File: src/rtl/digital_clock_pkg.sv
// Shared widths and default moduli for the 24-hour digital clock.
package digital_clock_pkg;

   localparam int unsigned SEC_W    = 6;
   localparam int unsigned MIN_W    = 6;
   localparam int unsigned HR_W     = 5;

   localparam int unsigned SEC_MOD  = 60;
   localparam int unsigned MIN_MOD  = 60;
   localparam int unsigned HR_MOD   = 24;

   // Packed time-of-day view used for bundled comparisons
   typedef struct packed {
      logic [HR_W-1:0]  hours;
      logic [MIN_W-1:0] minutes;
      logic [SEC_W-1:0] seconds;
   } hms_t;

endpackage : digital_clock_pkg

File: src/rtl/digital_clock_if.sv
// Time-of-day bundle: the three counter values plus the end-of-day carry.
interface digital_clock_if;
   import digital_clock_pkg::*;

   logic [SEC_W-1:0] seconds;
   logic [MIN_W-1:0] minutes;
   logic [HR_W-1:0]  hours;
   logic             day_wrap;

   modport master (output seconds, minutes, hours, day_wrap);
   modport slave  (input  seconds, minutes, hours, day_wrap);

endinterface : digital_clock_if

File: src/rtl/mod_n_counter.sv
// Generic modulo-N counter with enable and a combinational carry-out.
module mod_n_counter #(
   parameter int unsigned N = 60,
   parameter int unsigned W = 6
) (
   input  logic         clk,
   input  logic         rst_n,
   input  logic         en,
   output logic [W-1:0] count,
   output logic         carry_c
);

   localparam logic [W-1:0] LAST = W'(N - 1);

   logic [W-1:0] count_nxt_c;

   // Next count: out-of-range values collapse to 0, otherwise wrap at N-1
   always_comb begin
      count_nxt_c = count;
      if (count > LAST) begin
         count_nxt_c = '0;
      end else if (en) begin
         count_nxt_c = (count == LAST) ? '0 : count + W'(1);
      end
   end

   // Carry fires on the enabled edge that wraps this stage
   assign carry_c = en && (count == LAST);

   // Count register
   always_ff @(posedge clk or negedge rst_n) begin
      if (!rst_n) begin
         count <= '0;
      end else begin
         count <= count_nxt_c;
      end
   end

endmodule : mod_n_counter

File: src/rtl/digital_clock.sv
// 24-hour clock: three chained modulo counters advanced by a 1 Hz tick.
module digital_clock
   import digital_clock_pkg::*;
#(
   parameter int unsigned SEC_WRAP  = SEC_MOD,
   parameter int unsigned MIN_WRAP  = MIN_MOD,
   parameter int unsigned HOUR_WRAP = HR_MOD
) (
   input  logic             Clk_1sec,
   input  logic             reset,
   output logic [SEC_W-1:0] seconds,
   output logic [MIN_W-1:0] minutes,
   output logic [HR_W-1:0]  hours
);

   digital_clock_if tod ();

   logic sec_carry_c;
   logic min_carry_c;

   // Seconds stage counts every tick
   mod_n_counter #(.N(SEC_WRAP), .W(SEC_W)) u_sec (
      .clk     (Clk_1sec),
      .rst_n   (reset),
      .en      (1'b1),
      .count   (tod.seconds),
      .carry_c (sec_carry_c)
   );

   // Minutes stage advances on the seconds wrap
   mod_n_counter #(.N(MIN_WRAP), .W(MIN_W)) u_min (
      .clk     (Clk_1sec),
      .rst_n   (reset),
      .en      (sec_carry_c),
      .count   (tod.minutes),
      .carry_c (min_carry_c)
   );

   // Hours stage advances on the minutes wrap
   mod_n_counter #(.N(HOUR_WRAP), .W(HR_W)) u_hr (
      .clk     (Clk_1sec),
      .rst_n   (reset),
      .en      (min_carry_c),
      .count   (tod.hours),
      .carry_c (tod.day_wrap)
   );

   // Outputs come straight from the counter registers
   assign seconds = tod.seconds;
   assign minutes = tod.minutes;
   assign hours   = tod.hours;

endmodule : digital_clock

File: config.mk
export PLATFORM = sky130hd
export DESIGN_NAME = digital_clock
export DESIGN_NICKNAME = d
export VERILOG_FILES = /design/src/rtl/digital_clock_pkg.sv /design/src/rtl/digital_clock_if.sv /design/src/rtl/mod_n_counter.sv /design/src/rtl/digital_clock.sv
export SDC_FILE = /design/constraint.sdc
export NUM_CORES = 1
export LEC_CHECK = 0
export ABC_AREA = 1
export CAP_MARGIN = 20
export CORE_MARGIN = 1
export CORE_UTILIZATION = 56
export DETAILED_ROUTE_END_ITERATION = 6
export GPL_ROUTABILITY_DRIVEN = 1
export GPL_TIMING_DRIVEN = 0
export MAX_ROUTING_LAYER = met4
export PLACE_DENSITY = 0.82
export RECOVER_POWER = 25
export SLEW_MARGIN = 20
export SYNTH_ARGS = -nofsm -noshare
export SYNTH_HDL_FRONTEND = slang
export SYNTH_HIERARCHICAL = 1
export SYNTH_SLANG_ARGS = --single-unit
File: constraint.sdc
create_clock -name Clk_1sec -period 4.06 [get_ports Clk_1sec]
set_input_delay 0.406 -clock Clk_1sec [delete_from_list [all_inputs] [get_ports Clk_1sec]]
set_output_delay 0.406 -clock Clk_1sec [all_outputs]
set_load 0.02 [all_outputs]
# After elaboration in Yosys (flattened, before gate mapping)
# Index checks and enable logic that the tools add are counted.
[word_totals]
output_inout_bits = 17
reg_bits = 17
[op_classes]
n_addsub = 3
mux = 8
reduce_logical = 3
n_lt_le_gt_ge = 3
eq_ne = 3
[op_table]
columns = ["cell", "count"]
rows = [
  ["6-bit two-way mux", 5],
  ["5-bit two-way mux", 3],
  ["6-bit by 1-bit adder with 6-bit output (second input constant)", 2],
  ["6-bit equality test (second input constant)", 2],
  ["6-bit greater-than comparator (second input constant)", 2],
  ["5-bit by 1-bit adder with 5-bit output (second input constant)", 1],
  ["5-bit equality test (second input constant)", 1],
  ["5-bit greater-than comparator (second input constant)", 1],
  ["2-bit nonzero test", 2],
  ["1-bit logical AND", 1],
]

# Logic depth before layout (Yosys ltp)
# Gate-level depths: netlist of the first run.
[logic_depth]
word_depth = 4
ltp_mapped = 15

# Modules after synthesis
# The synthesis of the first run kept the hierarchy.
[by_module_without_submodules]
columns = ["mod", "cells_per_inst", "area_each_um2", "instances"]
rows = [
  ["mod_n_counter (u_min ...)", 58, 424.2, 2],
  ["mod_n_counter (u_hr)", 41, 326.6, 1],
  ["digital_clock", 1, 3.8, 1],
]

# Worst setup path after synthesis of the first run
# No wires, ideal clock.
[synth_path]
path_type = "register to register"
start = "register u_sec.count[1]"
end = "register u_hr.count[0]"
required_ns = 3.997
stages_incl_launch_ff = 15
arrival_time_ns = 1.745
setup_ns = 0.063
period_less_slack_ns = 1.808
setup_slack_ns = 2.252
path_cell_list = "dfrtp_1 ha_1 nand3_1 nor2_1 nand2_1 inv_1 buf_4 nand2_1 inv_1 inv_1 nor2_1 o21ai_1 nand2_1 nand2_1 inv_1"
[synth_between]
elab_chain_len = 3
[synth_rtl]
columns = ["item", "line", "source"]
rows = [
  ["from (decl)", "mod_n_counter.sv:9", "output logic [W-1:0] count,"],
  ["from (signal assigned)", "mod_n_counter.sv:35", "count <= count_nxt_c;"],
  ["6-bit equality test", "mod_n_counter.sv:28", "assign carry_c = en && (count == LAST);"],
  ["via sec_carry_c", "digital_clock.sv:18", "logic sec_carry_c;"],
  ["1-bit logical AND", "mod_n_counter.sv:28", ""],
  ["via min_carry_c", "digital_clock.sv:19", "logic min_carry_c;"],
  ["2-bit nonzero test (no line)", "-", ""],
  ["to (signal assigned)", "mod_n_counter.sv:35", ""],
  ["to (decl)", "mod_n_counter.sv:9", ""],
]
# The timed path passes the listed nets, and every way through them passes these cells.
# A chain may end at the register's enable or synchronous reset.

# Final worst setup path of the first run
[layout_path]
start = "register u_sec.count[0]"
end = "register u_hr.count[2]"
# Same word-level chain as after synthesis.

==> impl_metrics.csv, run 1 <==
group,metric,value,unit
placed_design,dp_hpwl,1810,um
die,fp-row-count,16,
clock_tree,cts_resized,0,
clock_tree,postCtsHoldBufs,0,
synth,postSynthCellCount,157,
die,dieArea,2280,sq um
final_layout,fin_nets,185,
pwr,leakage,0.770,nW
clock_tree,htreeDepth,1,
clock_tree,cts_tree,"yes",
final_layout,num_antenna_cells,0,
sta,fin_skew,0.00369,ns
critical_path,worst-endpoint-arrival,2.13,ns
clock_tree,clk_pin_slew_worst_paths,0.10,ns
die,die_y,47.8,um
pwr,power,0.545,mW
critical_path,end_kind,"flop",
drt,ant_nets,0,
run,maxCapViolations,0,
placed_design,place_inst,202,
critical_path,worstPathMaxFanout,7,
synth,syn_nets,162,
grt,grt_pass1_vias,941,
critical_path,crit_type,"reg2reg",
final_layout,syn2layout_area_growth,20.5,%
sta,fin_crit,1.94,ns
clock_tree,ctsRootBufferMaster,"clkbuf_4",
grt,grt_first_pass_wirelength,3770,um
die,core,1960,sq um
drt,drc,0,
clock_tree,cts_inserted_buffers,3,
critical_path,worstPathRequired,4.25,ns
sta,finalSetupTns,0,ns
grt,grt_usage,24.0,%
run_status,status,"completed",
critical_path,rrSetupSlack,2.12,ns
worst_hold_path,holdCritPathClass,"reg2reg",
clock_tree,clockBufferDepth,2,
die,die_x,47.8,um
final_layout,utilization,72.1,%
placed_design,dp_worst_setup_slack,2.15,ns
pwr,peakVddDrop,0.373,mV
sta,relSlewSlack,51.0,%
grt,antenna_found_initial,0,
synth,synth.cell_area,1170,sq um
critical_path,critPathBufInv,3,
sta,finalCritPeriodShare,47.7,%
placed_design,portBuffers,18,
final_layout,drive_gt1_share,20.1,%
grt,grt_overflow,0,
critical_path,cp_common_cell,"nand2_1",
critical_path,slowest_delay,0.46,ns
clock_tree,postCtsSetupBuffers,0,
drt,routed_via_density,5.07,
critical_path,cp_slowest_cell,"dfrtp_1",
sta,layout_setup_ws,2.12,ns
final_layout,fill_cells,162,
final_layout,fin_area,1410,sq um
critical_path,crit_chain,"ha_1 > nand3_1 > nor2_1 > nand2_1 > inv_1 > buf_4 > nand2_1 > inv_1 > nand2_1 > xor2_1 > a31oi_1",
sta,hold_viol,0,
synth,yosysWarnings,6,
sta,setup_viol,0,
sta,timing.fmax,0.516,GHz
sta,rsz0062_at_grt,"no",
sta,worstMarginPinSlew,0.732,ns
placed_design,gp_congestion,0.875,
die,boundaryPins,19,
pwr,power_density,386,nW/um^2
drt,post_drt_wl_per_cell,11.1,um
critical_path,cp-start-kind,"flop",
synth,syn_avg_cell_area,7.48,sq um
grt,grt_max_degree,18,
clock_tree,clock_latency,0.28,ns
placed_design,placed_cell_area,1390,sq um
drt,first_pass_iters,4,
die,start_util,59.8,%
final_layout,finalNonFillerCells,206,
drt,num_vias,1045,
drt,routed_wl,2280,um
critical_path,path_delay_family,"simple AND/OR/NAND/NOR gates",
clock_tree,cts.sinks,17,
drt,drtIter0Drc,20,
sta,finalMaxSlewViolations,0,
sta,fin_hold_ws,0.561,ns
==> sequential cells by signal, summed over array words and instances (netlist names) <==
name	count
u_sec/count	6
u_hr/count	5
u_min/count	6
==> layout make-up <==
type | instances | area, sq um | share of cell area [%]
inverters | 26 | 97.6 | 6.90
flip-flops and latches | 17 | 425 | 30.1
repair buffers | 18 | 180 | 12.7
plain buffers | 4 | 30.0 | 2.12
well taps | 27 | 33.8 | 2.39
clock buffers | 4 | 26.3 | 1.86
multi-input cells | 110 | 621 | 43.9
==> metal layers <==
metal / track usage (%) / share of wire, %
met5: - / 0
met4: 8.33 / 0.48
met3: 3.40 / 4.8
met2: 41.4 / 52
met1: 28.4 / 43
==> path summary, 6_finish.rpt <==
kind / endpoint / startpoint / depth (start not counted)
worst min-delay path: u_min/count[5]$_DFFE_PN0P_ / u_min/count[5]$_DFFE_PN0P_ / 2
worst min register to register: u_min/count[5]$_DFFE_PN0P_ / u_min/count[5]$_DFFE_PN0P_ / 2
worst max-delay path: u_hr/count[2]$_DFFE_PN0P_ / u_sec/count[0]$_DFFE_PN0P_ / 11
min in group asynchronous: u_min/count[4]$_DFFE_PN0P_ / reset / 1
worst max register to register: u_hr/count[2]$_DFFE_PN0P_ / u_sec/count[0]$_DFFE_PN0P_ / 11
max in group asynchronous: u_sec/count[4]$_DFFE_PN0P_ / reset / 1
==> power by group <==
group	internal (mW)	switching (mW)	total (mW)
sequential	0.196	0.0398	0.236
combinational	0.101	0.118	0.219
clock	0.0381	0.0522	0.0903
total	0.335	0.210	0.545
==> cell usage in the layout, fill, tap and decap left out <==
cell type / instances
nand2_1: 36
inv_1: 21
clkdlybuf4s50_1: 17
nand3_1: 17
dfrtp_1: 17
nor2_1: 14
nand2_2: 7
nand4_1: 6
inv_2: 5
nand3_2: 4
buf_4: 4
nor2_2: 4
a21oi_2: 4
clkbuf_4: 3
nand2_4: 3
xor2_1: 3
ha_1: 3
o21ai_0: 2
xnor2_1: 2
clkbuf_1: 1
dlygate4sd3_1: 1
a31oi_1: 1
nand3_4: 1
o21ai_2: 1
o21ai_1: 1
conb_1: 1
==> worst register-to-register path, cell delays in order, from the launching register on <==
cell     delay [ns]
dfrtp_1        0.46
ha_1           0.29
nand3_1        0.10
nor2_1         0.14
nand2_1        0.08
inv_1          0.05
buf_4          0.14
nand2_1        0.07
inv_1          0.09
nand2_1        0.08
xor2_1         0.15
a31oi_1        0.20
Power figures use the tool's default switching activity.
==> inputs of run 2 (changes only) <==
CORE_UTILIZATION = 52   (was 56)
PLACE_DENSITY = 0.77   (was 0.82)
clock period = 1.8 ns   (was 4.06 ns; I/O delays follow)
==> run 2 against run 1 <==
Combinational power increased to 2.7 times the previous value. Clock power up 120%. Core utilization increased by 0.24 points. Total power rose by 140%.
==> impl_metrics.csv, run 2 (synthesized netlist as in run 1, its figures left out) <==
group,metric,value,unit
drt,routed_via_density,5.00,
clock_tree,cts.sinks,17,
placed_design,dp_worst_setup_slack,-0.0743,ns
sta,worstMarginPinSlew,0.775,ns
final_layout,finalNonFillerCells,211,
drt,ant_nets,0,
grt,grt_first_pass_wirelength,4110,um
sta,setup_viol,0,
clock_tree,clockBufferDepth,2,
critical_path,r2r-end,"u_hr/count[2]$_DFFE_PN0P_",
drt,routed_wl,2340,um
sta,timing.fmax,0.604,GHz
die,start_util,57.5,%
sta,finalSetupTns,0,ns
die,boundaryPins,19,
sta,hold_viol,0,
pwr,leakage,0.795,nW
final_layout,final_cell_mix,"nand2_1, inv_1, clkdlybuf4s50_1, nand3_1, dfrtp_1",
critical_path,rrSetupSlack,0.14,ns
drt,drtIter0Drc,13,
final_layout,syn2layout_area_growth,25.8,%
die,core,2040,sq um
drt,num_vias,1056,
drt,first_pass_iters,4,
final_layout,fill_cells,162,
critical_path,cp_common_cell,"nand2_1",
critical_path,worst-endpoint-arrival,1.86,ns
grt,grtUsageMet3,3.09,%
clock_tree,clk_pin_slew_worst_paths,0.10,ns
die,fp-row-count,16,
final_layout,layout_commonest_cell,"nand2_1",
drt,post_drt_wl_per_cell,11.1,um
clock_tree,cts_inserted_buffers,3,
critical_path,reg2reg_depth,11,
critical_path,cp_slowest_cell,"dfrtp_1",
grt,grt_overflow,0,
critical_path,critPathBufInv,3,
placed_design,dp_hpwl,1740,um
sta,fin_skew,0.00242,ns
clock_tree,postCtsHoldBufs,0,
grt,busiest_layer,"met2",
grt,antenna_found_initial,0,
sta,fin_crit,1.66,ns
grt,grt_util_met1,29.1,%
die,dieArea,2450,sq um
die,die_x,49.5,um
drt,drc,0,
clock_tree,htreeDepth,1,
clock_tree,clock_latency,0.28,ns
pwr,peakVddDrop,0.912,mV
run_status,status,"completed",
sta,finalCritPeriodShare,92.0,%
grt,grt_usage,22.2,%
final_layout,num_antenna_cells,0,
critical_path,crit_type,"reg2reg",
sta,layout_setup_ws,0.143,ns
final_layout,fin_nets,190,
placed_design,placed_cell_area,1390,sq um
clock_tree,cts_tree,"yes",
sta,finalMaxSlewViolations,0,
final_layout,utilization,72.3,%
pwr,power,1.30,mW
worst_hold_path,holdCritPathClass,"in2async",
final_layout,drive_gt1_share,25.0,%
grt,grt_max_degree,18,
critical_path,r2r_start,"u_sec/count[0]$_DFFE_PN0P_",
critical_path,path_delay_family,"simple AND/OR/NAND/NOR gates",
placed_design,gp_congestion,0.842,
placed_design,portBuffers,18,
critical_path,end_kind,"flop",
sta,fin_hold_ws,0.411,ns
critical_path,worstPathMaxFanout,6,
pwr,power_density,883,nW/um^2
placed_design,place_inst,202,
final_layout,fin_area,1480,sq um
clock_tree,ctsRootBufferMaster,"clkbuf_4",
grt,use_met2,35.4,%
critical_path,crit_chain,"ha_4 > nand3_1 > nor2_2 > nand2_1 > inv_1 > buf_6 > nand2_1 > inv_2 > nand2_1 > xor2_1 > a31oi_1",
final_layout,top_regs,"u_min/count: 6 flops, u_sec/count: 6 flops, u_hr/count: 5 flops",
sta,relSlewSlack,48.1,%
critical_path,cp-start-kind,"flop",
die,die_y,49.5,um
grt,grt_pass1_vias,958,
critical_path,worstPathRequired,2.01,ns
run,maxCapViolations,0,
critical_path,slowest_delay,0.42,ns
run 2: cell count changes in the layout (fill, tap and decap cells not counted):
cell    change
buf_4       +3
buf_6       +2
ha_1        -1
ha_4        +1
inv_1       -2
inv_2       +2
nor2_1      -2
nor2_2      +2
run 2: timing repair:
item,CTS,global route
buffers inserted,2,3
pin swaps,0,1
setup endpoints to repair,2,5
resized for setup,1,7
run 2: worst max path at each step:
stage	start	end	cells after the start
2_1_floorplan	u_sec/count[1]$_DFFE_PN0P_	u_hr/count[0]$_DFFE_PN0P_	14
3_3_place_gp	u_sec/count[1]$_DFFE_PN0P_	u_hr/count[0]$_DFFE_PN0P_	14
3_5_place_dp	u_sec/count[1]$_DFFE_PN0P_	u_hr/count[0]$_DFFE_PN0P_	14
4_1_cts	u_sec/count[0]$_DFFE_PN0P_	u_hr/count[0]$_DFFE_PN0P_	14
5_1_grt	u_sec/count[2]$_DFFE_PN0P_	u_hr/count[2]$_DFFE_PN0P_	12
6_report	u_sec/count[0]$_DFFE_PN0P_	u_hr/count[2]$_DFFE_PN0P_	11
run 2: report_power, final:
part	switching, mW	internal, mW
Combinational	0.297	0.283
Clock	0.112	0.0859
Sequential	0.0817	0.443
run 2: cell type report:
| cell class | instances | area [sq um] | share of cell area [%] |
|---|---|---|---|
| inverter | 26 | 97.6 | 6.61 |
| timing repair buffer | 23 | 218 | 14.7 |
| buffer | 4 | 37.5 | 2.54 |
| multi-input combinational | 110 | 638 | 43.2 |
| clock buffer | 4 | 26.3 | 1.78 |
| sequential | 17 | 425 | 28.8 |
| tap | 27 | 33.8 | 2.29 |
run 2: metal layers:
layer,wire [um],part of all wire [%]
met5,0,0
met4,12,0.51
met3,74,3.2
met2,1160,49
met1,1100,47
==> inputs of run 3 (changes only) <==
ABC_AREA = not set   (was 1)
CORE_ASPECT_RATIO = 0.9   (was not set)
CORE_UTILIZATION = 50   (was 52)
CTS_CLUSTER_DIAMETER = 40   (was not set)
PLACE_DENSITY = 0.76   (was 0.77)
==> run 3 against run 2 <==
Cell count fell by 28%. Critical endpoint is now u_hr/count[4]$_DFFE_PN0P_. Die area fell by 13%. Setup slack got worse by 0.040 ns. Routed wire length fell by 14%. Critical path depth fell by 2. Worst hold slack got worse by 0.026 ns. Clock power rose by 4%. Total power fell by 9.8%. Sequential power fell by 2%. Clock skew rose by 0.0050 ns. Global-route usage fell by 0.81 points.
==> impl_metrics.csv, run 3 <==
group,metric,value,unit
pwr,p_seq_share,43.9,%
critical_path,crit_chain,"ha_4 > nand2_2 > nor3_4 > nand2_2 > nor3_4 > buf_4 > and4b_2 > o21ai_0 > nand2_1",
pwr,leakage,0.514,nW
critical_path,r2r_start,"u_sec/count[1]$_DFFE_PN0P_",
synth,yosysWarnings,6,
placed_design,gp_congestion,0.768,
pwr,peakVddDrop,0.814,mV
die,dieArea,2140,sq um
pwr,power.switching,0.424,mW
critical_path,worstPathRequired,2.03,ns
grt,antenna_found_initial,0,
critical_path,cp-start-kind,"flop",
run,maxCapViolations,0,
die,core,1750,sq um
synth,synth.cell_area,977,sq um
pwr,swShare,36.1,%
grt,grt_pass1_vias,743,
clock_tree,ctsRootBufferMaster,"clkbuf_4",
pwr,combPwrFrac,38.5,%
critical_path,worst-endpoint-arrival,1.93,ns
sta,finalMaxSlewViolations,0,
die,die_y,43.9,um
placed_design,portBuffers,18,
final_layout,num_antenna_cells,0,
final_layout,syn2layout_area_growth,32.4,%
drt,drc,0,
die,die_x,48.6,um
final_layout,fin_nets,133,
drt,routed_wl,2020,um
clock_tree,clk_pin_slew_worst_paths,0.11,ns
critical_path,rrSetupSlack,0.10,ns
sta,layout_setup_ws,0.103,ns
final_layout,finalNonFillerCells,151,
grt,grt_max_degree,18,
sta,hold_viol,0,
final_layout,utilization,73.9,%
drt,ant_nets,0,
clock_tree,cts.sinks,17,
clock_tree,postCtsHoldBufs,0,
final_layout,seq_area,432,sq um
drt,drtIter0Drc,16,
worst_hold_path,holdCritPathClass,"in2async",
drt,first_pass_iters,4,
clock_tree,htreeDepth,1,
critical_path,end_kind,"flop",
synth,syn_avg_cell_area,9.68,sq um
clock_tree,clock_latency,0.29,ns
pwr,power.share.clock,17.6,%
final_layout,multi_input_comb_area,541,sq um
final_layout,fill_cells,134,
drt,num_vias,872,
sta,rsz0062_at_grt,"no",
critical_path,path_delay_family,"simple AND/OR/NAND/NOR gates",
run_status,status,"completed",
die,boundaryPins,19,
critical_path,crit_type,"reg2reg",
final_layout,final_cell_mix,"clkdlybuf4s50_1, dfrtp_1, nor2_1, a21oi_1, o21ai_0",
die,start_util,55.8,%
pwr,intPower,0.751,mW
final_layout,layout_commonest_cell,"clkdlybuf4s50_1",
sta,worstMarginPinSlew,0.751,ns
sta,setup_viol,0,
final_layout,drive_gt1_share,20.5,%
final_layout,top_regs,"u_min/count: 6 flops, u_sec/count: 6 flops, u_hr/count: 5 flops",
critical_path,cp_slowest_cell,"dfrtp_2",
placed_design,place_inst,144,
critical_path,critPathBufInv,1,
clock_tree,cts_tree,"yes",
drt,routed_via_density,5.77,
grt,grt_first_pass_wirelength,3390,um
critical_path,slowest_delay,0.40,ns
clock_tree,clockBufferDepth,2,
placed_design,dp_worst_setup_slack,-0.155,ns
sta,timing.fmax,0.589,GHz
critical_path,worstPathMaxFanout,7,
grt,grt_usage,21.4,%
clock_tree,cts_inserted_buffers,3,
sta,relSlewSlack,49.7,%
grt,grt_overflow,0,
synth,postSynthCellCount,101,
sta,fin_crit,1.70,ns
sta,finalCritPeriodShare,94.3,%
pwr,power_density,908,nW/um^2
die,fp-row-count,14,
placed_design,dp_hpwl,1380,um
drt,post_drt_wl_per_cell,13.4,um
sta,finalSetupTns,0,ns
critical_path,cp-startpoint,"u_sec/count[1]$_DFFE_PN0P_",
sta,fin_skew,0.00741,ns
run 3: path summary, 6_finish.rpt:
| path | endpoint | depth (start not counted) |
|---|---|---|
| worst max register to register | u_hr/count[4]$_DFFE_PN0P_ | 9 |
| worst min-delay path | u_sec/count[2]$_DFFE_PN0P_ | 1 |
| worst max-delay path | u_hr/count[4]$_DFFE_PN0P_ | 9 |
| max in group asynchronous | u_sec/count[1]$_DFFE_PN0P_ | 1 |
| min in group Clk_1sec | u_hr/count[3]$_DFFE_PN0P_ | 1 |
| worst min register to register | u_hr/count[3]$_DFFE_PN0P_ | 1 |
run 3: layout make-up:
type	instances	share of cell area (%)
Timing Repair Buffer	21	15.7
Buffer	6	4.16
Tap cell	24	2.32
Multi-Input combinational cell	77	41.8
Inverter	2	0.580
Clock buffer	3	1.74
Clock inverter	1	0.387
Sequential cell	17	33.4
run 3: power groups by stage:
stage	registers (mW)	clock network, mW	logic [mW]
after floorplan	0.590	0	0.192
after global placement	0.530	0	0.402
after detailed placement	0.539	0	0.409
after CTS	0.516	0.212	0.448
after global routing	0.529	0.228	0.506
final	0.516	0.206	0.453
run 3: timing repair:
action,in CTS,in global routing
pin swaps,1,0
gates resized for setup,0,2
setup endpoints to repair,4,4
buffers inserted,3,0
run 3: layer usage:
layer	GRT usage (%)	wire, um	vias up
li1	-	-	431
met1	31.5	978	416
met2	30.8	939	25
met3	5.26	104	0
met4	1.76	0	0
met5	-	0	-
run 3: per-stage QoR:
step | hold slack [ns] | power [mW] | instance area, sq um
after floorplan | -0.116 | 0.782 | 1020
after global placement | 0.512 | 0.933 | 1230
after detailed placement | 0.497 | 0.948 | 1230
after CTS | 0.344 | 1.18 | 1280
after global routing | 0.466 | 1.26 | 1290
final | 0.385 | 1.17 | 1290
